`src/rtl/glitch_filter.sv`:
```
// Glitch filter for the NAND output stage: 2-flop synchroniser, stability qualification,
// edge strobes and an optional saturating reject counter (enabled by GLITCH_FILTER_CNT_EN).
module glitch_filter #(
    parameter int STABLE_CYCLES = 4,
    parameter int CNT_W         = 8
) (
    input  logic             clk,
    input  logic             rst_n,
    input  logic             din,
    input  logic             clr_cnt,
    output logic             dout,
    output logic             rise_pulse,
    output logic             fall_pulse,
    output logic [CNT_W-1:0] glitch_cnt
);

    localparam int CW = $clog2(STABLE_CYCLES);
    localparam logic [CW-1:0] CNT_LAST = CW'(STABLE_CYCLES - 1);
    localparam logic [CW-1:0] CNT_ZERO = {CW{1'b0}};
    localparam logic [CW-1:0] CNT_ONE  = CW'(1);

    logic          s1_r;
    logic          s2_r;
    logic [CW-1:0] cnt_r;
    logic          dout_r;
    logic          rise_r;
    logic          fall_r;
    logic          reject_s;

    // A qualification run that collapses back to the current level is a rejected glitch.
    assign reject_s = (s2_r == dout_r) && (cnt_r != CNT_ZERO);

    // Two-flop synchroniser for the asynchronous gate output.
    always_ff @(posedge clk or negedge rst_n) begin
        if (!rst_n) begin
            s1_r <= 1'b0;
            s2_r <= 1'b0;
        end else begin
            s1_r <= din;
            s2_r <= s1_r;
        end
    end

    // Stability qualification; any return to the current level restarts the run.
    always_ff @(posedge clk or negedge rst_n) begin
        if (!rst_n) begin
            cnt_r  <= CNT_ZERO;
            dout_r <= 1'b0;
            rise_r <= 1'b0;
            fall_r <= 1'b0;
        end else begin
            rise_r <= 1'b0;
            fall_r <= 1'b0;
            if (s2_r == dout_r) begin
                cnt_r <= CNT_ZERO;
            end else if (cnt_r == CNT_LAST) begin
                dout_r <= s2_r;
                cnt_r  <= CNT_ZERO;
                rise_r <= s2_r;
                fall_r <= ~s2_r;
            end else begin
                cnt_r <= cnt_r + CNT_ONE;
            end
        end
    end

    assign dout       = dout_r;
    assign rise_pulse = rise_r;
    assign fall_pulse = fall_r;

`ifdef GLITCH_FILTER_CNT_EN
    localparam logic [CNT_W-1:0] GCNT_MAX = {CNT_W{1'b1}};
    logic [CNT_W-1:0] gcnt_r;

    // Saturating reject counter; clear wins over a coincident increment.
    always_ff @(posedge clk or negedge rst_n) begin
        if (!rst_n) begin
            gcnt_r <= {CNT_W{1'b0}};
        end else if (clr_cnt) begin
            gcnt_r <= {CNT_W{1'b0}};
        end else if (reject_s && (gcnt_r != GCNT_MAX)) begin
            gcnt_r <= gcnt_r + CNT_W'(1);
        end else begin
            gcnt_r <= gcnt_r;
        end
    end

    assign glitch_cnt = gcnt_r;
`else
    logic unused_cnt_s;

    assign unused_cnt_s = clr_cnt ^ reject_s;
    assign glitch_cnt   = {CNT_W{1'b0}};
`endif

endmodule

```
`config.mk`:
```
export PLATFORM = sky130hd
export DESIGN_NAME = glitch_filter
export DESIGN_NICKNAME = d
export VERILOG_FILES = /design/src/rtl/glitch_filter.sv
export SDC_FILE = /design/constraint.sdc
export NUM_CORES = 1
export LEC_CHECK = 0
export ABC_AREA = 1
export CORE_AREA = 2 2 39 41
export CTS_BUF_LIST = sky130_fd_sc_hd__clkbuf_8 sky130_fd_sc_hd__clkbuf_16
export DETAILED_ROUTE_END_ITERATION = 10
export DIE_AREA = 0 0 41 43
export SETUP_SLACK_MARGIN = 0.15
export SLEW_MARGIN = 20
export SYNTH_ARGS = -nofsm -noshare
export SYNTH_HDL_FRONTEND = slang
export SYNTH_SLANG_ARGS = --single-unit
```
`constraint.sdc`:
```
create_clock -name clk -period 1.1 [get_ports clk]
set_input_delay 0.22 -clock clk [delete_from_list [all_inputs] [get_ports clk]]
set_output_delay 0.22 -clock clk [all_outputs]
set_load 0.02 [all_outputs]
```
==> results of run 1 <==
power by group:
| group | internal (mW) | switching [mW] | total [mW] |
|---|---|---|---|
| clock network | 0.240 | 0.0997 | 0.340 |
| registers | 0.311 | 0.0291 | 0.340 |
| logic | 0.132 | 0.149 | 0.282 |
| total | 0.683 | 0.278 | 0.962 |
layout by cell type, fill, tap and decap left out, types with 2 or more instances in the layout:
| master | Yosys | routed |
|---|---|---|
| conb_1 | 1 | 8 |
| dfrtp_1 | 7 | 7 |
| inv_1 | 5 | 6 |
| nand2_1 | 3 | 3 |
| clkbuf_8 | 0 | 3 |
| buf_6 | 0 | 3 |
| nor2_1 | 2 | 2 |
| clkdlybuf4s50_1 | 0 | 2 |
| buf_4 | 8 | 2 |
sequential cells by signal (all words and copies together) (netlist names):
| signal | cells |
|---|---|
| cnt_r | 2 |
| dout | 1 |
| fall_pulse | 1 |
| rise_pulse | 1 |
| s1_r | 1 |
| s2_r | 1 |
worst max path at each step:
stage | to | slack, ns | depth (start not counted)
after floorplan | cnt_r[0] | 0.24 | 4
after global placement | dout | -0.03 | 1
after detailed placement | dout | -0.04 | 1
after CTS | dout | 0.13 | 1
after global routing | dout | 0.11 | 1
final | dout | 0.14 | 1
area by class of cell:
cell class / count / area share
Multi-Input combinational cell: 18 / 0.213
Inverter: 5 / 0.0450
Clock inverter: 1 / 0.00901
Timing Repair Buffer: 7 / 0.165
Tap cell: 16 / 0.0480
Clock buffer: 3 / 0.0991
Sequential cell: 7 / 0.420
kinds of logic (layout without fill, tap and decap cells):
family	count (synthesis)	count (layout)	synth area share
buffers and inverters	13	16	0.254
adders and majority gates	1	1	0.0403
AOI/OAI and AO/OA	3	3	0.0484
and+or+nand+nor	6	6	0.0807
other	1	8	0.0121
DFF	7	7	0.565
per-layer routing:
metal,part of all wire,vias up,track usage
met3,0.16,0,0.0942
met1,0.36,84,0.0526
li1,-,94,-
met4,0,0,0.0200
met5,0,-,0
met2,0.47,13,0.0906
metrics by stage:
step | power [mW] | worst slack (ns)
finish | 0.962 | 0.143
global route | 1.05 | 0.109
CTS | 0.945 | 0.130
detailed placement | 0.578 | -0.0427
global placement | 0.568 | -0.0328
floorplan | 0.500 | 0.241
repair_timing:
| action | 4_1_cts | 5_1_grt |
|---|---|---|
| setup buffers | 0 | 1 |
| setup endpoints to repair | 3 | 5 |
| gates resized for setup | 18 | 2 |
==> key figures, run 1 <==
Setup path
  • Slowest-stage cell, CP: dfrtp_1
  • Reg2Reg Depth: 3
  • CP Max Fanout: 2
  • Crit-path leading delay family: flip-flops
  • Worst setup startpoint: dout
  • Setup crit end kind: output port
  • Max stage delay on crit path: 0.38 ns
  • R2R Path Start: cnt_r[0]
  • R2R Path End: cnt_r[1]
  • CP Buf/Inv Count: 1
  • Critical path data arrival time: 0.74 ns
  • Critical Path Source Type: register
  • Reg2reg setup slack: 0.20 ns
  • Worst setup path class: reg -> out
  • CP required: 0.88 ns
  • Crit path cell chain: buf_6

Clocking
  • H-tree Lvls: 1
  • Root buffer cell: clkbuf_8
  • Later-pin clock latency in the skew report: 0.22 ns
  • TritonCTS buffer count: 3
  • Clock Sinks: 7
  • Hold_buf cts: 0
  • CTS tree: yes
  • Clock Path Buffers: 2
  • Clk slew on worst S/H paths: 0.04 ns

Synthesis
  • Area share of the largest cell type after synthesis: 0.565
  • Asr flop ratio synth: 1.00
  • Synth Cell Area: 310 µm²
  • Netlist cell types: 10
  • Top-count cell post-synth: buf_4
  • EDFF count, synth: 0
  • Synth area leaders: dfrtp_1, buf_4, inv_1, ha_1, nand2_1
  • Cells after Synth: 31
  • Syn_area_per_cell: 10.0 µm²
  • Post-synthesis sequential area ratio: 0.565
  • #FFs+latches synth: 7
  • Commonest register cell after synthesis: dfrtp_1
  • Yosys warnings: 0
  • Cell taking the most area after synthesis: dfrtp_1
  • Leading cell types by count after synthesis: buf_4, dfrtp_1, inv_1

Cells and area
  • Area of the multi-input gates: 88.8 µm²
  • Fill count: 148
  • Share of layout cells above drive strength 1: 0.268
  • Final Util: 0.301
  • Antenna diodes: 0
  • Layout net count: 47
  • Post-route cell area: 417 µm²
  • Area delta synth->final: 34.3%
  • Register Area: 175 µm²
  • Layout Cells excl Fill: 57

Drt
  • WL per Instance: 7.25 µm
  • DRC errors left: 0
  • First-pass DRT Iterations: 1
  • Iteration-0 DRC Markers: 0
  • Via count: 191
  • DRT antenna net count: 0
  • Wirelength, routed: 413 µm
  • Via density per instance: 3.35

GRT
  • GRT overflow: 0
  • Antenna violations before repair: 0
  • Largest net degree at the start of global routing: 8
  • First-pass GRT wire length: 655 µm
  • Vias in the first global route: 161
  • GRT Util Overall: 0.0667

Placed design
  • Dpl hpwl: 286 µm
  • DP Area: 354 µm²
  • Placed Instances: 52
  • Port Buffers: 5
  • Final Wtd Congestion: 0.629

Timing
  • Final Skew: 0.00315 ns
  • Final hold slack: 0.261 ns
  • Minimum clock period: 0.957 ns
  • # setup viols final: 0
  • Max Fclk: 1040 MHz
  • RSZ-0062 raised after global routing: true
  • Final Hold Vio Count: 0
  • Crit share post-route: 0.870
  • Max-slew violation total from the final report: 0
  • Setup TNS: 0 ns

Floorplanning
  • Die height: 43 µm
  • Die ar.: 1760 µm²
  • Initial core utilization: 0.224
  • # IOs: 15
  • Rows: 14
  • Core area: 1380 µm²
  • DIE WIDTH: 41 µm

Run
  • MaxCap Viol Count: 0

Pwr
  • Peak supply drop: 0.000817 V
  • PwrDens: 2310 nW/µm²
  • Leak: 0.220 nW

Run status
  • Status: complete, no violations

Hold path
  • Worst min path class: in -> async
(Power assumes the default switching activity.)
==> inputs of run 2 (changes only) <==
- SLEW_MARGIN: 20 -> 5
- TNS_END_PERCENT: not set -> 100
==> results of run 2 <==
The final DEF is identical to that of run 1; final timing and power are the same.
